[src/rtl/jstk2_responder.sv]
`timescale 1ns/1ps
// jstk2_responder: PMOD JSTK2 SPI responder answering 5-byte frames with X/Y/button snapshots.
// Define JSTK2_LED_CMD_EN to compile in the MOSI set-LED-RGB command decode.
module jstk2_responder #(
    parameter int unsigned SYNC_STAGES = 2,
    parameter logic [7:0]  LED_CMD     = 8'h84
) (
    input  logic       CLK,
    input  logic       RST_N,
    input  logic       CS_n,
    input  logic       SCK,
    input  logic       MOSI,
    output logic       MISO,
    input  logic [9:0] x_val,
    input  logic [9:0] y_val,
    input  logic [1:0] btn_val,
    output logic [7:0] led_r,
    output logic [7:0] led_g,
    output logic [7:0] led_b,
    output logic       led_upd,
    output logic       frame_done,
    output logic       busy
);
    localparam int unsigned PKT_W  = 40;
    localparam int unsigned BYTE_W = 8;
    localparam int unsigned CNT_W  = 3;
    localparam int unsigned NBYTES = 5;

    typedef enum logic {IDLE = 1'b0, SHIFT = 1'b1} state_e;

    state_e                 state_q, state_d;
    logic [SYNC_STAGES-1:0] cs_sync_q, sck_sync_q;
    logic                   cs_prev_q, sck_prev_q;
    logic                   cs_s, sck_s;
    logic                   cs_fall, cs_rise, sck_rise, sck_fall;
    logic                   load_c, rx_c, tx_c, end_c, done_c;
    logic [PKT_W-1:0]       pkt_c;
    logic [PKT_W-2:0]       tx_q;
    logic                   miso_q, busy_q, frame_done_q;
    logic [CNT_W-1:0]       bit_cnt_q, byte_cnt_q;

    // CS chain resets low so a CS_n held low across reset never fakes a fresh frame start
    always_ff @(posedge CLK or negedge RST_N) begin
        if (!RST_N) begin
            cs_sync_q  <= '0;
            sck_sync_q <= '0;
            cs_prev_q  <= 1'b0;
            sck_prev_q <= 1'b0;
        end else begin
            cs_sync_q  <= {cs_sync_q[SYNC_STAGES-2:0], CS_n};
            sck_sync_q <= {sck_sync_q[SYNC_STAGES-2:0], SCK};
            cs_prev_q  <= cs_s;
            sck_prev_q <= sck_s;
        end
    end

    assign cs_s     = cs_sync_q[SYNC_STAGES-1];
    assign sck_s    = sck_sync_q[SYNC_STAGES-1];
    assign cs_fall  = cs_prev_q & ~cs_s;
    assign cs_rise  = ~cs_prev_q & cs_s;
    assign sck_rise = ~sck_prev_q & sck_s;
    assign sck_fall = sck_prev_q & ~sck_s;

    assign pkt_c = {x_val[7:0], 6'b0, x_val[9:8], y_val[7:0], 6'b0, y_val[9:8], 6'b0, btn_val};

    always_ff @(posedge CLK or negedge RST_N) begin
        if (!RST_N) state_q <= IDLE;
        else        state_q <= state_d;
    end

    always_comb begin
        state_d = state_q;
        case (state_q)
            IDLE:    if (cs_fall) state_d = SHIFT;
            SHIFT:   if (cs_rise) state_d = IDLE;
            default: state_d = IDLE;
        endcase
    end

    always_comb begin
        load_c = cs_fall;
        rx_c   = 1'b0;
        tx_c   = 1'b0;
        end_c  = 1'b0;
        if (state_q == SHIFT) begin
            rx_c  = sck_rise;
            tx_c  = sck_fall;
            end_c = cs_rise;
        end
        done_c = end_c && (byte_cnt_q == CNT_W'(NBYTES)) && (bit_cnt_q == '0);
    end

    // Zeros shift in behind the packet, so MISO reads 0 past bit 40 without extra logic
    always_ff @(posedge CLK or negedge RST_N) begin
        if (!RST_N) begin
            tx_q         <= '0;
            miso_q       <= 1'b0;
            bit_cnt_q    <= '0;
            byte_cnt_q   <= '0;
            busy_q       <= 1'b0;
            frame_done_q <= 1'b0;
        end else begin
            busy_q       <= (state_d == SHIFT);
            frame_done_q <= done_c;
            if (load_c) begin
                tx_q       <= pkt_c[PKT_W-2:0];
                miso_q     <= pkt_c[PKT_W-1];
                bit_cnt_q  <= '0;
                byte_cnt_q <= '0;
            end else begin
                if (tx_c) begin
                    tx_q   <= {tx_q[PKT_W-3:0], 1'b0};
                    miso_q <= tx_q[PKT_W-2];
                end
                if (end_c) miso_q <= 1'b0;
                if (rx_c) begin
                    if (bit_cnt_q == CNT_W'(BYTE_W - 1)) begin
                        bit_cnt_q <= '0;
                        if (byte_cnt_q != CNT_W'(NBYTES)) byte_cnt_q <= byte_cnt_q + CNT_W'(1);
                    end else begin
                        bit_cnt_q <= bit_cnt_q + CNT_W'(1);
                    end
                end
            end
        end
    end

`ifdef JSTK2_LED_CMD_EN
    logic [SYNC_STAGES-1:0] mosi_sync_q;
    logic [BYTE_W-2:0]      rx_q;
    logic [BYTE_W-1:0]      cmd_q [4];
    logic [BYTE_W-1:0]      led_r_q, led_g_q, led_b_q;
    logic                   led_upd_q;

    // Only command bytes 0..3 matter; byte 4 and overrun bytes are dropped
    always_ff @(posedge CLK or negedge RST_N) begin
        if (!RST_N) begin
            mosi_sync_q <= '0;
            rx_q        <= '0;
            for (int i = 0; i < 4; i++) cmd_q[i] <= '0;
            led_r_q     <= '0;
            led_g_q     <= '0;
            led_b_q     <= '0;
            led_upd_q   <= 1'b0;
        end else begin
            mosi_sync_q <= {mosi_sync_q[SYNC_STAGES-2:0], MOSI};
            led_upd_q   <= 1'b0;
            if (load_c) begin
                rx_q <= '0;
            end else if (rx_c) begin
                rx_q <= {rx_q[BYTE_W-3:0], mosi_sync_q[SYNC_STAGES-1]};
                if (bit_cnt_q == CNT_W'(BYTE_W - 1) && byte_cnt_q < CNT_W'(4))
                    cmd_q[byte_cnt_q[1:0]] <= {rx_q, mosi_sync_q[SYNC_STAGES-1]};
            end
            if (done_c && cmd_q[0] == LED_CMD) begin
                led_r_q   <= cmd_q[1];
                led_g_q   <= cmd_q[2];
                led_b_q   <= cmd_q[3];
                led_upd_q <= 1'b1;
            end
        end
    end

    assign led_r   = led_r_q;
    assign led_g   = led_g_q;
    assign led_b   = led_b_q;
    assign led_upd = led_upd_q;
`else
    logic unused_mosi;
    assign unused_mosi = MOSI;
    assign led_r       = '0;
    assign led_g       = '0;
    assign led_b       = '0;
    assign led_upd     = 1'b0;
`endif

    assign MISO       = miso_q;
    assign busy       = busy_q;
    assign frame_done = frame_done_q;

endmodule
[config.mk]
export PLATFORM = sky130hd
export DESIGN_NAME = jstk2_responder
export DESIGN_NICKNAME = d
export VERILOG_FILES = /design/src/rtl/jstk2_responder.sv
export SDC_FILE = /design/constraint.sdc
export NUM_CORES = 1
export LEC_CHECK = 0
export ABC_AREA = 1
export CAP_MARGIN = 20
export CELL_PAD_IN_SITES_DETAIL_PLACEMENT = 1
export CELL_PAD_IN_SITES_GLOBAL_PLACEMENT = 1
export CORE_MARGIN = 2
export CORE_UTILIZATION = 43
export CTS_BUF_LIST = sky130_fd_sc_hd__clkbuf_16
export DETAILED_ROUTE_END_ITERATION = 12
export DONT_BUFFER_PORTS = 1
export GPL_TIMING_DRIVEN = 1
export PLACE_DENSITY_LB_ADDON = 0.1
export SKIP_CTS_REPAIR_TIMING = 1
export SLEW_MARGIN = 20
export SYNTH_ARGS = -nofsm -noshare
export SYNTH_HDL_FRONTEND = slang
export SYNTH_SLANG_ARGS = --single-unit
[constraint.sdc]
create_clock -name CLK -period 1.6 [get_ports CLK]
set_clock_uncertainty 0.2 [all_clocks]
set_input_delay 0.16 -clock CLK [delete_from_list [all_inputs] [get_ports CLK]]
set_output_delay 0.16 -clock CLK [all_outputs]
set_load 0.05 [all_outputs]
# [Word-level counts from Yosys, hierarchy flattened]
# Cells that the tools add are included.
[word_totals] elab_cells=51 in_bits=27 out_inout_bits=28 ff_bits=54
[op_classes] bitwise_logic=9 n_reduce_logical=9 addsub=2 n_eq_ne=3 mux=18
[op_table] op="39-bit two-way mux" count=2
[op_table] op="3-bit two-way mux" count=7
[op_table] op="1-bit two-way mux" count=8
[op_table] op="2-bit nonzero test" count=4
[op_table] op="3-bit by 1-bit adder with 3-bit output (second input constant)" count=2
[op_table] op="3-bit == test (second input constant)" count=2
[op_table] op="1-bit NOT" count=5
[op_table] op="1-bit bitwise AND" count=4
[op_table] op="3-bit zero test" count=1
[op_table] op="3-bit != test (second input constant)" count=1
[op_table] op="3-bit AND reduction" count=1
[op_table] op="3-bit nonzero test" count=1
[op_table] op="1-bit logical AND" count=2
[op_table] op="1-bit case mux with 2 select lines" count=1

# [Depth between registers and ports, before layout]
[logic_depth] word_depth=6 depth_mapped=8 ltp_nobuf=8

# [Worst setup path before layout]
# No wires, ideal clock.
[synth_path] path_type="register to register" startpoint="register, netlist name busy" endpoint="register tx_q[32]" required_time_ns=1.279 path_stages_with_launch=7 arrival_time_ns=1.221 path_buffers=1 slack_ns=0.058 period_less_slack_ns=1.542 path_cell_list="dfrtp_1 > nand3_2 > nand2_1 > inv_2 > buf_2 > nand2_1 > nand3_2"
[synth_lines] item="end signal: assignment" line="106" rtl="tx_q <= pkt_c[PKT_W-2:0];"
[synth_lines] item="end signal: assignment" line="112" rtl="tx_q <= {tx_q[PKT_W-3:0], 1'b0};"
[synth_lines] item="end: declaration" line="38" rtl="logic [PKT_W-2:0] tx_q;"

# [Worst setup path after layout]
[layout_path] startpoint="register cs_prev_q" endpoint="register bit_cnt_q[1]"
[layout_via] elab_chain_len=2 elab_cells_between_ends=3 cone_classes="mux (1); bitwise (1); reduce/logical (1)"
[layout_rtl] item="start: declaration" line="33" rtl="logic cs_prev_q, sck_prev_q;"
[layout_rtl] item="start signal: assignment" line="52" rtl="cs_prev_q <= cs_s;"
[layout_rtl] item="1-bit bitwise AND *" line="59" rtl="assign cs_fall = cs_prev_q & ~cs_s;"
[layout_rtl] item="3-bit two-way mux or 2-bit nonzero test (tied branches)"
[layout_rtl] item="end signal: assignment" line="121" rtl="bit_cnt_q <= bit_cnt_q + CNT_W'(1);"
[layout_rtl] item="end: declaration" line="40" rtl="logic [CNT_W-1:0] bit_cnt_q, byte_cnt_q;"
# Mark *: on every way between the ends. The rest lies on a longest branch, timed or not.
# A chain may end at the register's enable or synchronous reset.

==> impl_metrics.tcl <==
set metrics [dict create \
    status "finished, violations left" \
    violations "negative hold slack" \
    drtIter0Drc 72 \
    worst_setup_path_start_kind "flop" \
    fp-row-count 28 \
    drt-wirelength-per-cell_um 13.46 \
    clockBufferDepth 2 \
    ys_seq_elements 54 \
    area_growth_pct 13.91 \
    dpl.hpwl_um 3306 \
    period_share_pct 91.19 \
    syn_inst 289 \
    first_pass_iters 4 \
    gp_congestion 0.6863 \
    synth_compound_area_share_pct 0.7809 \
    synth_top_family_by_area "simple AND/OR/NAND/NOR gates" \
    drive_gt1_share_pct 8.280 \
    slew_violations 0 \
    yosysWarnings 0 \
    clkSinkCount 54 \
    insertion_delay_ns 0.29 \
    yosys.area_share.adder_pct 2.440 \
    n_fill_cell 699 \
    synth_xor_area_share_pct 0.3416 \
    yosysSeqAreaShare_pct 52.71 \
    drc 0 \
    io_buffers 0 \
    grt_pass1_wl_um 8238 \
    final.min_clock_period_ns 1.459 \
    syn_avg_cell_area_um2 8.871 \
    cp-end-kind "flop" \
    cts_buffers 5 \
    cts_tree "built" \
    antenna_found_initial 0 \
    track_usage_pct 16.25 \
    h-tree-depth 2 \
    path_max_fanout 29 \
    slowest_delay_ns 0.39 \
    root_buffer "clkbuf_16" \
    yosysUniqueCellTypes 19 \
    grt-ovfl-total 0 \
    peakVddDrop_uv 446.3 \
    path_cells "nand2_2 > buf_4 > nand2_1 > inv_2 > nand2_1 > o21ai_0" \
    clk_pin_slew_ns 0.07 \
    hold_viol_final 54 \
    timing.fmax_mhz 685.4 \
    max_cap_viol_count 0 \
    viasPerCell 4.802 \
    cp_slowest_cell "dfrtp_1" \
    grt_pass1_vias 1759 \
    criticalPathCategory "flop to flop" \
    coreArea_um2 5851 \
    cp.required_ns 1.61 \
    power_density_nw_per_um2 1080 \
    routed_wl_um 5237 \
    grt_max_degree 55 \
    finalSetupViolations 0 \
    die_h_um 81.22 \
    die_x_um 81.22 \
    start_util_pct 43.82 \
    ant_nets 0 \
    hold_path.class "input port to asynchronous set/reset pin" \
    leakage_nw 1.531 \
    synthSimpleGateAreaFrac_pct 29.77 \
    crit_top_cell "nand2_1" \
    nNetsFinal 346 \
    utilization_pct 49.91 \
    diodes 0 \
    io_pins 55 \
    die-area_um2 6596 \
    synthMuxAreaShare_pct 0 \
    whs_ns -0.6396 \
    tns_ns 0 \
    num_vias 1868 \
    arrival_ns 1.47 \
    syn-cell-area_um2 2564 \
]
worst max-delay path, delay by kind of cell (launching register included):
kind            cells  cell delay [ns]
simple gates        3             0.31
compound gates      1             0.06
buf+inv             2             0.42
flops               1             0.39
final timing paths:
kind | depth (start not counted) | slack, ns | start | end
min reg2reg | 0 | 0.15 | sck_sync_q[0] | sck_sync_q[1]
min in group CLK | 0 | 0.15 | sck_sync_q[0] | sck_sync_q[1]
max | 6 | 0.14 | cs_prev_q | bit_cnt_q[1]
min | 0 | -0.64 | RST_N | byte_cnt_q[2]
max in group asynchronous | 0 | 1.75 | RST_N | tx_q[4]
max reg2reg | 6 | 0.14 | cs_prev_q | bit_cnt_q[1]
per-stage QoR:
step / instance area, um2 / total power [mW] / worst slack [ns] / instances
after floorplan: 2654 / 2.070 / 0.05806 / 313
after global placement: 2530 / 2.097 / 0.02890 / 358
after detailed placement: 2530 / 2.109 / -0.02433 / 358
after CTS: 2663 / 3.146 / -0.03172 / 365
after global routing: 2920 / 3.329 / -0.01892 / 389
final: 2920 / 3.154 / 0.1410 / 389
cells in the final DEF, fill, tap and decap left out, types with 2 or more instances in the layout:
| cell | instances |
|---|---|
| nand3b_1 | 2 |
| nand2_1 | 96 |
| buf_4 | 9 |
| dfrtp_1 | 54 |
| dlygate4sd3_1 | 24 |
| ha_1 | 5 |
| nor2_4 | 2 |
| clkbuf_16 | 5 |
| nand3_1 | 63 |
| inv_1 | 12 |
| conb_1 | 25 |
| nand3_2 | 5 |
| inv_2 | 2 |
| o21ai_0 | 3 |
logic make-up after synthesis:
| group | Yosys count |
|---|---|
| other | 1 |
| adders and majority gates | 5 |
| DFF | 54 |
| and+or+nand+nor | 171 |
| AOI/OAI and AO/OA | 4 |
| xor gates and xnor gates | 1 |
| buffers and inverters | 53 |
area by class of cell:
| type | instances | area, um2 | area share [%] |
|---|---|---|---|
| Tap cell | 75 | 93.84 | 3.213 |
| Clock buffer | 5 | 125.1 | 4.284 |
| Timing Repair Buffer | 34 | 327.8 | 11.23 |
| Inverter | 13 | 51.30 | 1.757 |
| Multi-Input combinational cell | 206 | 963.4 | 32.99 |
| Sequential cell | 54 | 1351 | 46.27 |
| Clock inverter | 2 | 7.507 | 0.2571 |
report_power, final:
part	internal, mW	switching (mW)	total [mW]
clock	0.561	0.461	1.02
sequential	1.51	0.104	1.61
combinational	0.170	0.350	0.520
total	2.24	0.915	3.15
synthesized netlist by cell type:
master / instances / area [um2]
nand2_1: 96 / 360.4
nand3_1: 63 / 315.3
dfrtp_1: 54 / 1351
buf_4: 28 / 210.2
inv_1: 10 / 37.54
buf_2: 7 / 35.03
ha_1: 5 / 62.56
nand3_2: 5 / 50.05
buf_6: 4 / 45.04
inv_2: 3 / 11.26
nor2_1: 3 / 11.26
o21ai_0: 3 / 15.01
nand3b_1: 2 / 15.01
a21oi_1: 1 / 5.000
buf_8: 1 / 15.01
conb_1: 1 / 3.750
nand2_2: 1 / 6.260
nor3_1: 1 / 5.000
xor2_1: 1 / 8.760
registers in the layout, summed over array words and instances, names as in the netlist:
signal      count
MISO            1
bit_cnt_q       3
busy            1
byte_cnt_q      3
cs_prev_q       1
cs_sync_q       2
frame_done      1
sck_prev_q      1
sck_sync_q      2
tx_q           39
metal layers:
metal | up-vias | track usage (%) | part of all wire [%]
li1 | 920 | - | -
met3 | 3 | 3.889 | 3.8
met5 | - | 0 | 0
met4 | 0 | 4.068 | 0.76
met2 | 42 | 24.88 | 45
met1 | 903 | 23.24 | 51
Power figures use the tool's default switching activity.
